File: src/rtl/dino_pkg.sv
// Shared types and defaults for the player dinosaur motion sequencer and its display consumers.
package dino_pkg;

  localparam int unsigned POS_W = 9;
  localparam int unsigned V_W   = 6;
  localparam int unsigned SUM_W = 10;

  localparam int unsigned GROUND_DEF    = 300;
  localparam int unsigned FLOAT_ROW_DEF = 100;
  localparam int unsigned INIT_V_DEF    = 15;
  localparam int unsigned GRAVITY_DEF   = 1;
  localparam int unsigned ANIM_DIV_DEF  = 6;

  localparam logic [1:0] KEY_JUMP = 2'b01;
  localparam logic [1:0] KEY_DUCK = 2'b10;

  typedef enum logic [2:0] {
    ST_RUN   = 3'd0,
    ST_DUCK  = 3'd1,
    ST_JUMP  = 3'd2,
    ST_FLOAT = 3'd3,
    ST_DEAD  = 3'd4
  } state_e;

  typedef enum logic [2:0] {
    SPR_DEFAULT = 3'd0,
    SPR_RUN_L   = 3'd1,
    SPR_RUN_R   = 3'd2,
    SPR_DUCK_L  = 3'd3,
    SPR_DUCK_R  = 3'd4,
    SPR_DEAD    = 3'd5
  } sprite_e;

  // Sprite code for a pose; airborne poses use the default sprite.
  function automatic logic [2:0] sprite_of(input state_e st, input logic phase);
    logic [2:0] s;
    s = SPR_DEFAULT;
    case (st)
      ST_RUN:  s = phase ? SPR_RUN_R : SPR_RUN_L;
      ST_DUCK: s = phase ? SPR_DUCK_R : SPR_DUCK_L;
      ST_DEAD: s = SPR_DEAD;
      default: s = SPR_DEFAULT;
    endcase
    return s;
  endfunction

endpackage

File: src/rtl/dino_anim_phase.sv
// Run/duck animation phase: divides anim_tick by ANIM_DIV and toggles a phase bit.
module dino_anim_phase
  import dino_pkg::*;
#(
  parameter int unsigned ANIM_DIV = ANIM_DIV_DEF
) (
  input  logic clk,
  input  logic rst,
  input  logic en,
  input  logic anim_tick,
  output logic phase_next_c
);

  localparam int unsigned CNT_W = (ANIM_DIV > 1) ? $clog2(ANIM_DIV) : 1;
  localparam logic [CNT_W-1:0] CNT_LAST = CNT_W'(ANIM_DIV - 1);

  logic [CNT_W-1:0] cnt;
  logic [CNT_W-1:0] cnt_n;
  logic             phase;

  always_comb begin
    cnt_n        = cnt;
    phase_next_c = phase;
    if (en && anim_tick) begin
      if (cnt == CNT_LAST) begin
        cnt_n        = '0;
        phase_next_c = ~phase;
      end else begin
        cnt_n = cnt + CNT_W'(1);
      end
    end
  end

  always_ff @(posedge clk) begin
    if (rst) begin
      cnt   <= '0;
      phase <= 1'b0;
    end else begin
      cnt   <= cnt_n;
      phase <= phase_next_c;
    end
  end

endmodule

File: src/rtl/dino_motion_ctrl.sv
// Player dinosaur pose FSM with jump physics on the slow tick and a registered sprite/row output.
module dino_motion_ctrl
  import dino_pkg::*;
#(
  parameter int unsigned GROUND    = GROUND_DEF,
  parameter int unsigned FLOAT_ROW = FLOAT_ROW_DEF,
  parameter int unsigned INIT_V    = INIT_V_DEF,
  parameter int unsigned GRAVITY   = GRAVITY_DEF,
  parameter int unsigned ANIM_DIV  = ANIM_DIV_DEF
) (
  input  logic       clk,
  input  logic       rst,
  input  logic       tick,
  input  logic       anim_tick,
  input  logic [1:0] key,
  input  logic       over,
  input  logic       cheat,
  output logic [8:0] pos,
  output logic [2:0] sprite,
  output logic       jumping,
  output logic       ducking
);

  localparam logic signed [SUM_W-1:0] GROUND_S  = SUM_W'(GROUND);
  localparam logic        [POS_W-1:0] GROUND_P  = POS_W'(GROUND);
  localparam logic        [POS_W-1:0] FLOAT_P   = POS_W'(FLOAT_ROW);
  localparam logic signed [V_W-1:0]   V_LAUNCH  = -$signed(V_W'(INIT_V));
  localparam logic signed [V_W:0]     V_MAX     = (V_W+1)'((1 << (V_W - 1)) - 1);
  localparam logic signed [V_W:0]     GRAV_S    = (V_W+1)'(GRAVITY);

  state_e                  state;
  state_e                  state_n;
  logic [POS_W-1:0]        pos_n;
  logic signed [V_W-1:0]   v;
  logic signed [V_W-1:0]   v_n;
  logic                    jump_req;
  logic                    jump_req_n;
  logic signed [SUM_W-1:0] sum;
  logic signed [V_W:0]     v_inc;
  logic signed [V_W-1:0]   v_grav;
  logic                    anim_en;
  logic                    phase_next_c;

  // Signed row update; the extra bit keeps pos+v from wrapping before the ground compare.
  assign sum    = $signed({1'b0, pos}) + $signed({{(SUM_W - V_W){v[V_W-1]}}, v});
  assign v_inc  = $signed({v[V_W-1], v}) + GRAV_S;
  assign v_grav = (v_inc > V_MAX) ? V_MAX[V_W-1:0] : v_inc[V_W-1:0];

  // Counter advances only when the pose being entered animates.
  assign anim_en = (state_n == ST_RUN) || (state_n == ST_DUCK);

  dino_anim_phase #(
    .ANIM_DIV (ANIM_DIV)
  ) u_anim (
    .clk          (clk),
    .rst          (rst),
    .en           (anim_en),
    .anim_tick    (anim_tick),
    .phase_next_c (phase_next_c)
  );

  always_ff @(posedge clk) begin
    if (rst) begin
      state <= ST_RUN;
    end else begin
      state <= state_n;
    end
  end

  always_comb begin
    state_n    = state;
    pos_n      = pos;
    v_n        = v;
    jump_req_n = jump_req;
    if (over || (state == ST_DEAD)) begin
      state_n    = ST_DEAD;
      v_n        = '0;
      jump_req_n = 1'b0;
    end else if (cheat) begin
      state_n    = ST_FLOAT;
      pos_n      = FLOAT_P;
      v_n        = '0;
      jump_req_n = 1'b0;
    end else begin
      case (state)
        ST_RUN, ST_DUCK: begin
          if (key == KEY_JUMP) begin
            jump_req_n = 1'b1;
          end
          if (tick) begin
            if (jump_req) begin
              state_n    = ST_JUMP;
              v_n        = V_LAUNCH;
              jump_req_n = 1'b0;
            end else if ((state == ST_RUN) && (key == KEY_DUCK)) begin
              state_n = ST_DUCK;
            end else if ((state == ST_DUCK) && (key != KEY_DUCK)) begin
              state_n = ST_RUN;
            end
          end
        end
        ST_JUMP: begin
          jump_req_n = 1'b0;
          if (tick) begin
            if (sum >= GROUND_S) begin
              state_n = ST_RUN;
              pos_n   = GROUND_P;
              v_n     = '0;
            end else begin
              pos_n = sum[SUM_W-1] ? '0 : POS_W'(sum);
              v_n   = v_grav;
            end
          end
        end
        ST_FLOAT: begin
          state_n    = ST_JUMP;
          v_n        = '0;
          jump_req_n = 1'b0;
        end
        default: begin
          state_n    = ST_RUN;
          jump_req_n = 1'b0;
        end
      endcase
    end
  end

  always_ff @(posedge clk) begin
    if (rst) begin
      pos      <= GROUND_P;
      v        <= '0;
      jump_req <= 1'b0;
      sprite   <= SPR_RUN_L;
      jumping  <= 1'b0;
      ducking  <= 1'b0;
    end else begin
      pos      <= pos_n;
      v        <= v_n;
      jump_req <= jump_req_n;
      sprite   <= sprite_of(state_n, phase_next_c);
      jumping  <= (state_n == ST_JUMP);
      ducking  <= (state_n == ST_DUCK);
    end
  end

endmodule

File: config.mk
export PLATFORM = sky130hd
export DESIGN_NAME = dino_motion_ctrl
export DESIGN_NICKNAME = d
export VERILOG_FILES = /design/src/rtl/dino_pkg.sv /design/src/rtl/dino_anim_phase.sv /design/src/rtl/dino_motion_ctrl.sv
export SDC_FILE = /design/constraint.sdc
export NUM_CORES = 1
export LEC_CHECK = 0
export ABC_AREA = 1
export CAP_MARGIN = 20
export CORE_AREA = 2 2 75 77
export CTS_CLUSTER_SIZE = 10
export DETAILED_ROUTE_END_ITERATION = 16
export DIE_AREA = 0 0 77 79
export GPL_TIMING_DRIVEN = 0
export HOLD_SLACK_MARGIN = 0.15
export PLACE_DENSITY = 0.6
export SYNTH_ARGS = -nofsm -noshare
export SYNTH_HDL_FRONTEND = slang
export SYNTH_SLANG_ARGS = --single-unit
File: constraint.sdc
create_clock -name clk -period 2.4 [get_ports clk]
set_clock_uncertainty 0.1 [all_clocks]
set_input_delay 0.48 -clock clk [delete_from_list [all_inputs] [get_ports clk]]
set_output_delay 0.48 -clock clk [all_outputs]
set_load 0.005 [all_outputs]
==> flow_metrics.py <==
metrics = {
    "clocking": {
        "cts_tree": "built",
        "htreeDepth": 1,
        "root_buffer": "clkbuf_8",
        "cts_buffer_depth": 2,
        "cts_buffers": 3,
        "cts_hold_buffers": 0,
        "path_clk_slew_ps": 90,
        "cts_sinks": 28,
        "clk_latency_ps": 270,
    },
    "route": {
        "routed-via-count": 1799,
        "detail_route.wirelength_mm": 4.337,
        "drc": 0,
        "post_drt_wl_per_cell_um": 11.35,
        "detail-route-antenna-nets": 0,
        "first_pass_iters": 4,
        "viasPerCell": 4.709,
        "drtIter0Drc": 58,
    },
    "cells_and_area": {
        "nFillCells": 557,
        "area_growth_pct": 27.44,
        "finalNetCount": 332,
        "utilization_pct": 46.16,
        "layout-drive-gt1-share_pct": 21.61,
        "antenna_cells": 0,
        "fin_area_mm2": 0.002464,
    },
    "placed_design": {
        "placed_cell_area_mm2": 0.002235,
        "place_congestion": 0.8099,
        "dp_hpwl_mm": 3.378,
        "io_buffers": 21,
    },
    "critical_path": {
        "critPathLaunchType": "flip-flop",
        "worst_ep_arrival_time_ps": 2430,
        "cp_max_fo": 4,
        "path_class": "flip-flop to flip-flop",
        "cp-end-kind": "flip-flop",
        "r2r_cells": 19,
        "cp.required_ps": 2440,
    },
    "pwr": {
        "p_leak_nw": 1.068,
        "power_density_mw_per_mm2": 359.2,
        "power_mw": 0.8849,
        "peakVddDrop_v": 0.0002987,
    },
    "sta": {
        "maxSlewViolCount": 0,
        "fin_crit_sh_pct": 99.36,
        "finalSetupViolCount": 0,
        "whs_ps": 384.5,
        "finalHoldViolCount": 0,
        "tightest_slew_ps": 512.3,
        "rsz0062_at_grt": "yes",
        "period_needed_ps": 2385,
        "timing.fmax_mhz": 419.4,
        "tns_ps": 0,
        "relSlewSlack_pct": 65.85,
    },
    "synth": {
        "yosys_register_bits": 28,
        "syn_nets": 298,
        "synthCells": 278,
        "yosysTopAreaCellShare_pct": 29.00,
        "syn-mean-instance-area_um2": 6.954,
        "ys_types": 36,
        "synthesis.area_mm2": 0.001933,
        "synth_area_leaders": "dfxtp_1, nand2_1, inv_1",
        "synth_top_area_cell": "dfxtp_1",
        "yosysWarnings": 0,
        "ys_seq_area_share_pct": 29.00,
    },
    "global_route": {
        "grt.total_usage_pct": 14.97,
        "grt_max_degree": 15,
        "overflow": 0,
        "grt_pass1_vias": 1755,
        "grt_antenna_before_repair": 0,
        "grt_first_pass_wirelength_mm": 7.521,
    },
    "die": {
        "start_util_pct": 36.22,
        "row_count": 27,
        "die_y_um": 79,
        "io_pins": 22,
        "coreArea_mm2": 0.005338,
        "die_w_um": 77,
        "die_area_mm2": 0.006083,
    },
    "run_status": {
        "status": "completed",
    },
    "worst_hold_path": {
        "hp-class": "flip-flop to flip-flop",
        "hold_path_depth": 2,
    },
    "job": {
        "drv_cap": 0,
    },
}
## critical path: stages, from the launching register on
cell and delay (ps):
dfxtp_2 370, ha_4 140, inv_2 30, fa_2 350
inv_2 80, nand3_4 70, nand2_4 90, nand3_2 60
nand3b_1 110, nand2_2 70, nor2_4 120, nand2_4 70
nand2_4 70, nand2_4 60, nand2_8 70, nand3_4 100
nand2_4 110, nand2_4 50, nand2_1 70, a21oi_2 50
## flip-flops by register name (all words and copies together) (netlist names)
signal	cells
ducking	1
jump_req	1
jumping	1
pos	9
sprite	3
state	3
u_anim.cnt	3
u_anim.phase	1
v	6
## cell usage after synthesis
| library cell | count |
|---|---|
| nor2_4 | 1 |
| o21ai_0 | 12 |
| a21boi_2 | 1 |
| xor2_1 | 1 |
| nand2_8 | 1 |
| nor2_1 | 19 |
| nand3b_1 | 3 |
| a21oi_2 | 2 |
| nand2_4 | 6 |
| clkbuf_1 | 1 |
| nor3_1 | 4 |
| nand4_2 | 2 |
| a22o_1 | 1 |
| nand3_1 | 16 |
| nand2_1 | 69 |
| dfxtp_1 | 28 |
| a21oi_1 | 21 |
| nand4_1 | 4 |
| o21bai_1 | 1 |
| o21ai_1 | 3 |
| nand2_2 | 5 |
| nand3_2 | 2 |
| fa_1 | 1 |
| inv_2 | 6 |
| a22oi_1 | 1 |
| o22ai_1 | 2 |
| nand3_4 | 1 |
| nor3_2 | 1 |
| ha_1 | 11 |
| inv_1 | 37 |
| xnor2_1 | 4 |
| nor4_1 | 3 |
| o21a_1 | 2 |
| o21ai_2 | 2 |
| a221o_1 | 1 |
| nor2_2 | 3 |
## metrics by stage
stage / setup WS (ps) / instances
after floorplan: 18.71 / 278
after global placement: -244.3 / 371
after detailed placement: -285.7 / 371
after CTS: 0.1101 / 380
after global routing: -157.0 / 382
final: 15.47 / 382
## logic make-up (layout without fill, tap and decap cells)
family / Yosys count / in the layout / synth area share (%)
buffers and inverters: 44 / 76 / 8.543
DFF: 28 / 28 / 29.00
and+or+nand+nor: 140 / 140 / 37.15
xor gates and xnor gates: 5 / 5 / 2.265
adders and majority gates: 12 / 12 / 8.155
AOI/OAI and AO/OA: 49 / 49 / 14.89
## layout by cell type, fill, tap and decap left out, types with 2 or more instances in the layout
master	n
nor2_4	2
nand3b_1	3
nor2_1	18
dfxtp_4	2
ha_2	2
nand4_2	2
clkbuf_8	3
nand2_1	67
nor3_1	4
ha_1	4
dfxtp_1	20
nand3_4	2
dfxtp_2	6
nor2_2	3
nand2_2	5
o21a_1	2
xnor2_1	4
nand3_2	2
a21oi_1	20
nand2_4	8
buf_4	7
o21ai_1	3
a21oi_2	3
inv_1	35
clkdlybuf4s50_1	21
ha_4	5
nand3_1	15
nand4_1	4
nor4_1	3
o21ai_0	12
inv_2	8
o22ai_1	2
## layer usage
layer	part of all wire, %	wire length [um]	GRT usage (%)	vias up
met4	0.58	25	4.107	0
met5	0	0	0	-
met2	49	2110	26.49	24
met1	48	2097	19.17	796
li1	-	-	-	977
met3	2.4	103	2.045	2
## final timing paths
kind	startpoint	endpoint	slack, ps
setup reg to reg	pos[0]$_SDFFE_PP0P_	sprite[1]$_SDFF_PP0_	20
hold reg to reg	u_anim.cnt[1]$_SDFFE_PP0N_	u_anim.cnt[1]$_SDFFE_PP0N_	380
hold / removal	u_anim.cnt[1]$_SDFFE_PP0N_	u_anim.cnt[1]$_SDFFE_PP0N_	380
setup / recovery	pos[0]$_SDFFE_PP0P_	sprite[1]$_SDFF_PP0_	20
## repair_timing
item	CTS	global route
resized for setup	17	13
endpoints found under the setup margin	20	13
pin swaps	4	3
buffers inserted	6	2
cloned	0	0
## report_power, final
part / leakage [nW] / switching, mW / internal [mW] / total (mW)
Sequential: 0.232 / 0.0114 / 0.475 / 0.486
Clock: 0.0216 / 0.135 / 0.112 / 0.247
Combinational: 0.814 / 0.0847 / 0.0670 / 0.152
Total: 1.07 / 0.231 / 0.654 / 0.885
## cell type report
cell class | count | area (um^2) | share of cell area [%]
clock buffers | 3 | 41.29 | 1.676
inverters | 43 | 161.4 | 6.552
well taps | 72 | 90.09 | 3.657
repair buffers | 29 | 267.8 | 10.87
multi-input cells | 206 | 1324 | 53.73
plain buffers | 1 | 3.754 | 0.1524
flip-flops and latches | 28 | 575.6 | 23.36
(Power assumes the default switching activity.)
